## config.mk

```make
export PLATFORM = sky130hd
export DESIGN_NAME = hazard_ctrl
export DESIGN_NICKNAME = d
export VERILOG_FILES = /design/src/rtl/hazard_pkg.sv /design/src/rtl/hazard_match.sv /design/src/rtl/hazard_ctrl.sv
export SDC_FILE = /design/constraint.sdc
export NUM_CORES = 1
export LEC_CHECK = 0
export BUFFER_PORTS_ARGS = -buffer_cell sky130_fd_sc_hd__buf_2
export CAP_MARGIN = 5
export CORE_UTILIZATION = 50
export CTS_CLUSTER_DIAMETER = 80
export DETAILED_ROUTE_END_ITERATION = 8
export PLACE_DENSITY = 0.82
export SLEW_MARGIN = 20
export SYNTH_ARGS = -nofsm -noshare
export SYNTH_HDL_FRONTEND = slang
export SYNTH_HIERARCHICAL = 1
export SYNTH_SLANG_ARGS = --single-unit
```

## constraint.sdc

```tcl
create_clock -name clk -period 4.15 [get_ports clk]
set_input_delay 0.83 -clock clk [delete_from_list [all_inputs] [get_ports clk]]
set_output_delay 0.83 -clock clk [all_outputs]
set_load 0.02 [all_outputs]
```

## src/rtl/hazard_pkg.sv

```systemverilog
// Shared constants for the hazard/forwarding controller: mux select codes,
// the "operand not read" Tuse marker and the Tnew value of each instruction class.
package hazard_pkg;

  typedef logic [1:0] fwd_sel_t;

  // D-stage mux codes; the E-stage mux reuses 01/10 for its M/W inputs
  localparam fwd_sel_t FWD_GRF = 2'b00;
  localparam fwd_sel_t FWD_E   = 2'b01;
  localparam fwd_sel_t FWD_M   = 2'b10;
  localparam fwd_sel_t FWD_W   = 2'b11;

  localparam int TUSE_NONE = 3;

  localparam int TNEW_LINK = 0;
  localparam int TNEW_ALU  = 1;
  localparam int TNEW_LOAD = 2;

endpackage

```

## src/rtl/hazard_match.sv

```systemverilog
// Resolves one source operand against the E/M/W scoreboard entries:
// raises a stall bit when a pending writer is too late, and picks the
// forwarding select from the newest matching stage.
module hazard_match
  import hazard_pkg::*;
#(
  parameter int TW     = 2,
  parameter bit E_SIDE = 1'b0
) (
  input  logic [4:0]    r_i,
  input  logic [TW-1:0] tuse_i,
  input  logic [4:0]    e_wa_i,
  input  logic [TW-1:0] e_tnew_i,
  input  logic [4:0]    m_wa_i,
  input  logic [TW-1:0] m_tnew_i,
  input  logic [4:0]    w_wa_i,
  input  logic [TW-1:0] w_tnew_i,
  output logic          stall_o,
  output fwd_sel_t      sel_o
);

  // The E-stage mux has no E input, so its M/W codes shift down by one
  localparam fwd_sel_t CODE_E = FWD_E;
  localparam fwd_sel_t CODE_M = E_SIDE ? FWD_E : FWD_M;
  localparam fwd_sel_t CODE_W = E_SIDE ? FWD_M : FWD_W;

  logic e_hit, m_hit, w_hit;

  // Register 0 is hard-wired and never matches a writer
  assign e_hit = (r_i != 5'd0) && (e_wa_i == r_i);
  assign m_hit = (r_i != 5'd0) && (m_wa_i == r_i);
  assign w_hit = (r_i != 5'd0) && (w_wa_i == r_i);

  // Stall when a matching writer in E or M will not have its result in time
  always_comb begin
    stall_o = 1'b0;
    if (!E_SIDE) begin
      stall_o = (e_hit && (e_tnew_i > tuse_i)) ||
                (m_hit && (m_tnew_i > tuse_i));
    end
  end

  // Newest matching stage decides; a pending newest writer blocks older forwards
  always_comb begin
    sel_o = FWD_GRF;
    if (e_hit) begin
      if (e_tnew_i == '0) sel_o = CODE_E;
    end else if (m_hit) begin
      if (m_tnew_i == '0) sel_o = CODE_M;
    end else if (w_hit) begin
      if (w_tnew_i == '0) sel_o = CODE_W;
    end
  end

endmodule

```

## src/rtl/hazard_ctrl.sv

```systemverilog
// Hazard and forwarding controller for the five-stage pipeline. Tracks the
// destination and Tnew countdown of the instructions in E, M and W, and
// derives the D-stage stall plus the D/E forwarding selects combinationally.
module hazard_ctrl
  import hazard_pkg::*;
#(
  parameter int TW = 2
) (
  input  logic          clk,
  input  logic          reset,
  input  logic [4:0]    D_rs,
  input  logic [4:0]    D_rt,
  input  logic [TW-1:0] D_Tuse_rs,
  input  logic [TW-1:0] D_Tuse_rt,
  input  logic [4:0]    D_wa,
  input  logic [TW-1:0] D_Tnew,
  output logic          stall,
  output logic [1:0]    FwdD_rs,
  output logic [1:0]    FwdD_rt,
  output logic [1:0]    FwdE_rs,
  output logic [1:0]    FwdE_rt
);

  function automatic logic [TW-1:0] sat_dec(input logic [TW-1:0] t);
    return (t == '0) ? '0 : t - TW'(1);
  endfunction

  logic [4:0]    e_rs_q, e_rt_q, e_wa_q, m_wa_q, w_wa_q;
  logic [TW-1:0] e_tnew_q, m_tnew_q, w_tnew_q;
  logic [4:0]    e_rs_d, e_rt_d, e_wa_d, m_wa_d, w_wa_d;
  logic [TW-1:0] e_tnew_d, m_tnew_d, w_tnew_d;

  logic st_d_rs, st_d_rt, st_e_rs, st_e_rt;

  // Scoreboard advance: countdown on each hop, bubble into E while stalled
  always_comb begin
    m_wa_d   = e_wa_q;
    m_tnew_d = sat_dec(e_tnew_q);
    w_wa_d   = m_wa_q;
    w_tnew_d = sat_dec(m_tnew_q);
    e_rs_d   = 5'd0;
    e_rt_d   = 5'd0;
    e_wa_d   = 5'd0;
    e_tnew_d = '0;
    if (!stall) begin
      e_rs_d   = D_rs;
      e_rt_d   = D_rt;
      e_wa_d   = D_wa;
      e_tnew_d = D_Tnew;
    end
  end

  // Scoreboard registers; reset also discards a bubble that was pending
  always_ff @(posedge clk) begin
    if (reset) begin
      e_rs_q   <= 5'd0;
      e_rt_q   <= 5'd0;
      e_wa_q   <= 5'd0;
      e_tnew_q <= '0;
      m_wa_q   <= 5'd0;
      m_tnew_q <= '0;
      w_wa_q   <= 5'd0;
      w_tnew_q <= '0;
    end else begin
      e_rs_q   <= e_rs_d;
      e_rt_q   <= e_rt_d;
      e_wa_q   <= e_wa_d;
      e_tnew_q <= e_tnew_d;
      m_wa_q   <= m_wa_d;
      m_tnew_q <= m_tnew_d;
      w_wa_q   <= w_wa_d;
      w_tnew_q <= w_tnew_d;
    end
  end

  hazard_match #(.TW(TW), .E_SIDE(1'b0)) u_d_rs (
    .r_i(D_rs), .tuse_i(D_Tuse_rs),
    .e_wa_i(e_wa_q), .e_tnew_i(e_tnew_q),
    .m_wa_i(m_wa_q), .m_tnew_i(m_tnew_q),
    .w_wa_i(w_wa_q), .w_tnew_i(w_tnew_q),
    .stall_o(st_d_rs), .sel_o(FwdD_rs)
  );

  hazard_match #(.TW(TW), .E_SIDE(1'b0)) u_d_rt (
    .r_i(D_rt), .tuse_i(D_Tuse_rt),
    .e_wa_i(e_wa_q), .e_tnew_i(e_tnew_q),
    .m_wa_i(m_wa_q), .m_tnew_i(m_tnew_q),
    .w_wa_i(w_wa_q), .w_tnew_i(w_tnew_q),
    .stall_o(st_d_rt), .sel_o(FwdD_rt)
  );

  // E-stage operands only look at older stages, so the E entry is masked off
  hazard_match #(.TW(TW), .E_SIDE(1'b1)) u_e_rs (
    .r_i(e_rs_q), .tuse_i(TW'(TUSE_NONE)),
    .e_wa_i(5'd0), .e_tnew_i('0),
    .m_wa_i(m_wa_q), .m_tnew_i(m_tnew_q),
    .w_wa_i(w_wa_q), .w_tnew_i(w_tnew_q),
    .stall_o(st_e_rs), .sel_o(FwdE_rs)
  );

  hazard_match #(.TW(TW), .E_SIDE(1'b1)) u_e_rt (
    .r_i(e_rt_q), .tuse_i(TW'(TUSE_NONE)),
    .e_wa_i(5'd0), .e_tnew_i('0),
    .m_wa_i(m_wa_q), .m_tnew_i(m_tnew_q),
    .w_wa_i(w_wa_q), .w_tnew_i(w_tnew_q),
    .stall_o(st_e_rt), .sel_o(FwdE_rt)
  );

  // E-side stall bits are constant 0; OR-ing them in keeps every output consumed
  assign stall = st_d_rs | st_d_rt | st_e_rs | st_e_rt;

endmodule

```

# Word-level counts from Yosys, hierarchy flattened
# Cells that the tools add are included.
# W data, S select, Z words.
totals:
  register_bits: 31
  latchBits: 0
  ram_bits: 0
  mem_bits_ro: 0
  inputBits: 23
  out_inout_bits: 9
  word_cells: 72
  memories: 0
op_classes:
  add_sub_neg: 2
  multipliers: 0
  div: 0
  order_cmp: 4
  n_eq_ne: 10
  shift: 0
  muxes: 17
  bitwise: 1
  reduce_logical: 30
ops:
  columns: ["operator", "count"]
  rows:
  - ["$eq A5 B5 Y1", 10]
  - ["$mux W2", 15]
  - ["$reduce_bool A5 Y1", 4]
  - ["$logic_and A1 B1 Y1", 16]
  - ["$logic_not A5 Y1", 2]
  - ["$gt A2 B2 Y1", 4]
  - ["$logic_not A2 Y1", 3]
  - ["$reduce_or A2 Y1", 3]
  - ["$sub A2 B1 Y2 const B", 2]
  - ["$logic_or A1 B1 Y1", 2]
  - ["$mux W1", 2]
  - ["$or A1 B1 Y1", 1]

# Logic depth before layout (Yosys ltp)
# Gate-level depths: netlist of run 1.
logic_depth:
  ltp_word: 6
  depth_mapped: 10

# Modules after synthesis
# The synthesis of run 1 kept the hierarchy.
by_module_without_submodules:
  columns: ["module", "instances", "cells_per_inst", "area_each_um2", "seq_area_each_um2"]
  rows:
  - ["hazard_ctrl", 1, 76, 977.2, 620.6]
  - ["hazard_match (u_d_rs ...)", 2, 48, 345.3, 0.0]
  - ["hazard_match (u_e_rs ...)", 2, 31, 227.7, 0.0]

# Worst setup path before layout of run 1
# No wires, ideal clock.
synth_path:
  path_type: "input-to-output"
  from: "input D_Tuse_rt[1]"
  to: "output stall"
  arrival_ps: 2372
  slack_ps: 948
  path_stages: 8
  path_buffers: 2
  path_cell_list: "inv_1 -> ha_1 -> a21oi_1 -> a21oi_1 -> a32o_1 -> or4_4 -> buf_6 -> buf_12"
synth_via:
  elab_chain_cells: 4
synth_lines:
  columns: ["element", "line", "text"]
  rows:
  - ["from (decl)", "hazard_ctrl.sv:14", "input logic [TW-1:0] D_Tuse_rt,"]
  - ["$gt A2 B2 Y1 (on tied branches)", "hazard_match.sv:38, hazard_match.sv:39", null]
  - ["$logic_and A1 B1 Y1 (on tied branches)", "hazard_match.sv:38, hazard_match.sv:39", null]
  - ["$logic_or A1 B1 Y1 (*)", "hazard_match.sv:38", "stall_o = (e_hit && (e_tnew_i > tuse_i)) ||"]
  - ["via st_d_rt", "hazard_ctrl.sv:33", "logic st_d_rs, st_d_rt, st_e_rs, st_e_rt;"]
  - ["$or A1 B1 Y1 (*)", "hazard_ctrl.sv:110", "assign stall = st_d_rs | st_d_rt | st_e_rs | st_e_rt;"]
  - ["to (decl)", "hazard_ctrl.sv:17", "output logic stall,"]
# Mark *: on every way through the listed nets, which the timed path passes. The rest lies on a longest branch.

# Worst setup path after layout of run 1
layout_path:
  from: "input D_rt[0]"
  to: "output stall"
layout_via:
  elab_chain_cells: 5
layout_lines:
  columns: ["element", "line", "text"]
  rows:
  - ["from (decl)", "hazard_ctrl.sv:12", "input logic [4:0] D_rt,"]
  - ["$eq A5 B5 Y1, or another cell as far along", "hazard_match.sv:30", "assign e_hit = (r_i != 5'd0) && (e_wa_i == r_i);"]
  - ["$logic_and A1 B1 Y1 (on tied branches)", "hazard_match.sv:30, hazard_match.sv:31", null]
  - ["$logic_and A1 B1 Y1 (on tied branches)", "hazard_match.sv:38, hazard_match.sv:39", null]
  - ["$logic_or A1 B1 Y1 (*)", "hazard_match.sv:38", null]
  - ["via st_d_rt", "hazard_ctrl.sv:33", null]
  - ["$or A1 B1 Y1 (*)", "hazard_ctrl.sv:110", null]
# Marks and branches as above.

==> key figures, run 1 <==
Pwr
  – Logic gate share of total power: between 10% and 20%
  – Pint: 555 µW
  – Clock share of power: approximately two fifths
  – Sequential share of power: between 40% and 50%
  – Max IR drop VDD: 206 µV
  – Leakage power: roughly 0.0011 µW
  – NetSw: around 190 µW
  – Tot Pwr: 744 µW
  – Switching Share: around a quarter
  – Power density over the cells: just over 300 nW/µm²

Synth
  – Mapped Cells: approximately 230
  – Syn avg cell area: roughly 9 µm²
  – Synth Warn #: 6
  – Mapped cell area: around 2100 µm²

STA
  – Clock skew: approximately 0.0061 ns
  – Final setup margin: 0.673 ns
  – Min cycle time layout: ~3.5 ns
  – RSZ-0062 raised after global routing: false
  – Final Max Slew Viols: 0
  – Final setup violation count: 0
  – Worst slew pin tran: 0.630 ns
  – Relative slew slack: between 50 and 60%
  – Fmax: ~0.29 GHz
  – Tcrit/Tclk final: a little over four fifths
  – Hold WS: a little over 0.5 ns
  – Sum Neg Setup Slack: 0 ns
  – Hold Fails Final Rpt: 0

Finish
  – Layout area overhead: 15.4%
  – Layout cell share with drive strength beyond 1: approximately a fifth
  – Final #Nets: 310
  – Fin area: about 2400 µm²
  – N_diodes: 0

Clock tree
  – CTS tree: done
  – Clock sink total: 31
  – H-tree depth: 2
  – Hold buffers post-CTS: 0
  – TritonCTS buffer count: 5
  – Post-CTS Setup Bufs: 0
  – Clk_lat worst skew: between 0.2 and 0.3 ns
  – Clock Tree Buf Depth: 2
  – Root Buffer Master: clkbuf_8
  – Reg clk slew, reported paths: 0.07 ns
  – Post-cts sizing count: 0

Die
  – Die span in y: 67.1 µm
  – Die Wd: 67.1 µm
  – Initial Util: between 50% and 60%
  – # IOs: 32
  – Die Area: ~4500 µm²
  – Row Count: 23
  – Core Area: ~4000 µm²

Global route
  – Overflow after GRT: 0
  – Largest net degree at the start of global routing: 32
  – Total GRT Usage: 22.3%
  – First-pass GRT wire length: approximately 7.4 mm
  – Initial antenna violation count: 0
  – Number of global-route vias before repair: 1611

Place
  – PortBufs: 31
  – Placed Area: 2330 µm²
  – Final Wtd Congestion: around 0.86
  – DPL Wire Length: ~3.4 mm
  – Pre-CTS setup slack: 0.696 ns

Worst setup path
  – Critical path fanouts, max: 18
  – Crit. End Element: output pin
  – Data required time at the worst endpoint: ~3.3 ns
  – Setup CP Type: input pin to output pin
  – Worst Path Arrival: 2.65 ns
  – Crit start category: input pin

Route
  – Post-Route WL: between 4 and 5 mm
  – # DRC: 0
  – Final ANT Viol Nets: 0
  – Drt wl/cell: roughly 14 µm
  – Drt initial violations: between 70 and 80
  – Via count: about 1700
  – Vias per inst: around 5.3
  – TritonRoute pass-1 iters: 4

Worst hold path
  – Worst min path class: register to register

Status
  – Status: completed

Run
  – Max_cap viols: 0
[worst max-delay path, cell delays in order]
cell and delay [ns]:
buf_2 0.14, nor3_1 0.18, nand2_1 0.15, and3_1 0.21, a32o_1 0.22, or4_4 0.69
buf_2 0.22
[cell usage in the layout, fill, tap and decap left out]
master     instances
a21oi_1            8
a32o_1             2
and2_1             4
and3_1             2
buf_2             31
bufinv_16          1
clkbuf_8           6
clkinv_2           1
conb_1            16
dfxtp_1           31
ha_1              10
inv_1             14
mux2_2             2
nand2_1            6
nand3_1            4
nand4_1            6
nor2_1            12
nor2_2             2
nor2b_1           10
nor3_1            14
nor3b_1            8
nor3b_2            9
nor4_1             6
nor4_2             2
o31ai_1            2
o32ai_2            2
or3_1              2
or4_1              4
or4_4              1
xnor2_1           22
xor2_1            38
[metal layers]
| metal | vias to the layer above | GRT usage [%] | part of all wire, % |
|---|---|---|---|
| met1 | 810 | 25.9 | 43 |
| li1 | 866 | - | - |
| met2 | 43 | 38.6 | 50 |
| met4 | 0 | 7.98 | 1.8 |
| met5 | - | 0 | 0 |
| met3 | 9 | 6.16 | 5.1 |
[through the flow]
step	util [%]	std cells
3_5_place_dp	57.8	320
5_1_grt	60.7	328
2_1_floorplan	-	246
3_3_place_gp	57.8	320
4_1_cts	60.7	328
6_report	60.7	328
[flip-flops by register name, summed over array words and instances, names as in the netlist]
| signal | cells |
|---|---|
| w_wa_q | 5 |
| m_wa_q | 5 |
| e_tnew_q | 2 |
| e_rt_q | 5 |
| w_tnew_q | 2 |
| e_rs_q | 5 |
| m_tnew_q | 2 |
| e_wa_q | 5 |
[final timing paths]
kind         cells past startpoint  slack [ns]         to  startpoint
max                              7        0.67      stall     D_rt[0]
min                              1        0.51  m_wa_q[3]   e_wa_q[3]
max reg2reg                      6        1.82  e_rs_q[2]   m_wa_q[4]
min reg2reg                      1        0.51  m_wa_q[3]   e_wa_q[3]
[cell type report]
cell class | instances | area, µm²
clock buffer | 6 | 82.6
multi-input combinational | 194 | 1440
timing repair buffer | 31 | 155
inverter | 14 | 52.6
clock inverter | 2 | 35.0
fill | 370 | 1580
tap | 50 | 62.6
sequential | 31 | 621
[power by group through the flow]
stage	clock (µW)	sequential (µW)	combinational, µW
floorplan	0	320	92.5
detailed placement	0	324	122
CTS	305	317	123
global route	320	318	139
global placement	0	324	118
finish	303	317	124
Note: power is estimated with default switching activity, not from simulation.
==> run 2: changes to the inputs <==
==> constraint.sdc (replaced) <==
create_clock -name clk -period 3.5 [get_ports clk]
set_input_delay 0.7 -clock clk [delete_from_list [all_inputs] [get_ports clk]]
set_output_delay 0.7 -clock clk [all_outputs]
set_load 0.02 [all_outputs]
==> run 2 against run 1 <==
Net effect: critical path depth unchanged; clock skew shrank 0.0011 ns; critical path type unchanged; flip-flop and latch count unchanged; total power is 6.8% higher; via count decreased by 1.6%; largest cell class unchanged; sequential share of layout area increased by 0.22 points; largest power group unchanged; highest routed layer unchanged; die area unchanged; non-clock buffer count up 1; first-iteration DRC count decreased by 25%; worst hold slack got worse by 0.0055 ns; worst setup slack worse by 0.18 ns.
==> key figures, run 2 (synthesized netlist as in run 1, its figures left out) <==
Status
  – Status: completed

Place
  – Pre-CTS setup slack: 0.510 ns
  – Final Wtd Congestion: ~0.96
  – PortBufs: 31
  – DPL Wire Length: about 3.4 mm

Clock tree
  – Root Buffer Master: clkbuf_8
  – H-tree depth: 2
  – Clock sink total: 31
  – Clk_lat worst skew: about 0.28 ns
  – Clock Tree Buf Depth: 2
  – Reg clk slew, reported paths: roughly 0.06 ns
  – Hold buffers post-CTS: 0
  – TritonCTS buffer count: 5
  – Post-cts sizing count: 0
  – CTS tree: done
  – Post-CTS Setup Bufs: 0

Finish
  – Area of the multi-input gates: ~1400 µm²
  – Commonest non-fill, non-tap cell in the layout: xor2_1
  – Commonest cells after routing, fill and taps aside: xor2_1 (38), dfxtp_1 (31), buf_2 (31)
  – Seq. cell area: 621 µm²
  – Layout cell share with drive strength beyond 1: slightly above 20%
  – Layout area overhead: 14.4%
  – FILL cells: between 300 and 400
  – Final #Nets: just over 300
  – N_diodes: 0

Global route
  – Initial antenna violation count: 0
  – Overflow after GRT: 0
  – Largest net degree at the start of global routing: 32
  – Number of global-route vias before repair: 1678
  – First-pass GRT wire length: about 7.4 mm
  – Total GRT Usage: between 20% and 30%

STA
  – Min cycle time layout: approximately 3 ns
  – Relative slew slack: about three fifths
  – Final Max Slew Viols: 0
  – Fmax: around 0.33 GHz
  – Worst slew pin tran: about 0.62 ns
  – Tcrit/Tclk final: a little under nine tenths
  – Final setup margin: a little under 0.5 ns
  – Hold Fails Final Rpt: 0
  – Sum Neg Setup Slack: 0 ns
  – Final setup violation count: 0
  – Clock skew: 0.00496 ns
  – RSZ-0062 raised after global routing: false

Worst setup path
  – CP max-delay cell: or4_4
  – Crit start category: input pin
  – WP buf/inv: 2
  – Top cell by count, worst path: buf_2
  – CP Cell Sequence: buf_2 -> nor3_1 -> nand2_1 -> and3_1 -> a32o_1 -> or4_4 -> buf_2
  – Data required time at the worst endpoint: approximately 2.8 ns
  – Worst Path Arrival: 2.31 ns
  – Critical path fanouts, max: 5
  – Slowest stage delay, CP: 0.54 ns
  – Setup CP Type: input pin to output pin
  – Crit. End Element: output pin
  – CP top delay family: simple AND/OR/NAND/NOR gates

Route
  – # DRC: 0
  – Post-Route WL: between 4 and 5 mm
  – TritonRoute pass-1 iters: 4
  – Final ANT Viol Nets: 0
  – Via count: 1700
  – Drt initial violations: slightly below 60
  – Drt wl/cell: 13.3 µm
  – Vias per inst: roughly 5.2

Pwr
  – Leakage power: 0.00108 µW
  – Max IR drop VDD: approximately 230 µV
  – Power density over the cells: roughly 330 nW/µm²

Die
  – Initial Util: a little over half
  – Die Wd: 67.1 µm
  – Row Count: 23
  – Die Area: about 4500 µm²
  – Die span in y: approximately 67 µm
  – # IOs: 32
  – Core Area: 4030 µm²

Run
  – Max_cap viols: 0

Worst hold path
  – Worst min path class: register to register
run 2: cell count changes in the layout (fill, tap and decap cells not counted), sizes merged:
| cell | delta |
|---|---|
| buf | +1 |
| clkbuf | -1 |
| clkinvlp | +2 |
| bufinv | -1 |
run 2: routing by layer:
layer,vias to the layer above,track usage [%],share of wire (%)
met5,-,0,0
met4,0,7.71,0.57
met3,4,5.48,3.0
met2,41,38.8,52
met1,787,26.3,44
li1,868,-,-
run 2: power breakdown:
group          switching (µW)  internal (µW)  total (µW)
registers                14.3            362         376
clock network             133            138         271
logic                    80.4           67.2         148
total                     228            567         795
run 2: cell type report:
cell class | instances | area share, %
Clock buffer | 5 | 2.84
Clock inverter | 3 | 0.826
Inverter | 14 | 2.17
Multi-Input combinational cell | 194 | 59.3
Sequential cell | 31 | 25.6
Tap cell | 50 | 2.58
Timing Repair Buffer | 32 | 6.71
run 2: stage by stage:
stage / instance area [µm²] / total power, µW / hold slack [ns] / std cells / util, %
2_1_floorplan: 2170 / 489 / 0.483 / 246 / -
3_3_place_gp: 2340 / 526 / 0.497 / 321 / 58.0
3_5_place_dp: 2340 / 530 / 0.498 / 321 / 58.0
4_1_cts: 2420 / 801 / 0.509 / 329 / 60.2
5_1_grt: 2420 / 839 / 0.513 / 329 / 60.2
6_report: 2420 / 795 / 0.508 / 329 / 60.2
run 2: worst paths after layout:
check / depth (start not counted) / from / to / slack [ns]
hold / removal: 1 / e_wa_q[4] / m_wa_q[4] / 0.51
setup reg to reg: 7 / m_tnew_q[1] / e_rs_q[4] / 1.16
hold reg to reg: 1 / e_wa_q[4] / m_wa_q[4] / 0.51
setup / recovery: 7 / D_rt[1] / stall / 0.49
run 2: worst register-to-register path, cell delays in order (launching register included):
cell and delay (ns):
dfxtp_1 0.50, ha_1 0.31, a21oi_1 0.14, a21oi_1 0.06, a32o_1 0.26, or4_4 0.54
buf_4 0.23, nor3b_1 0.23
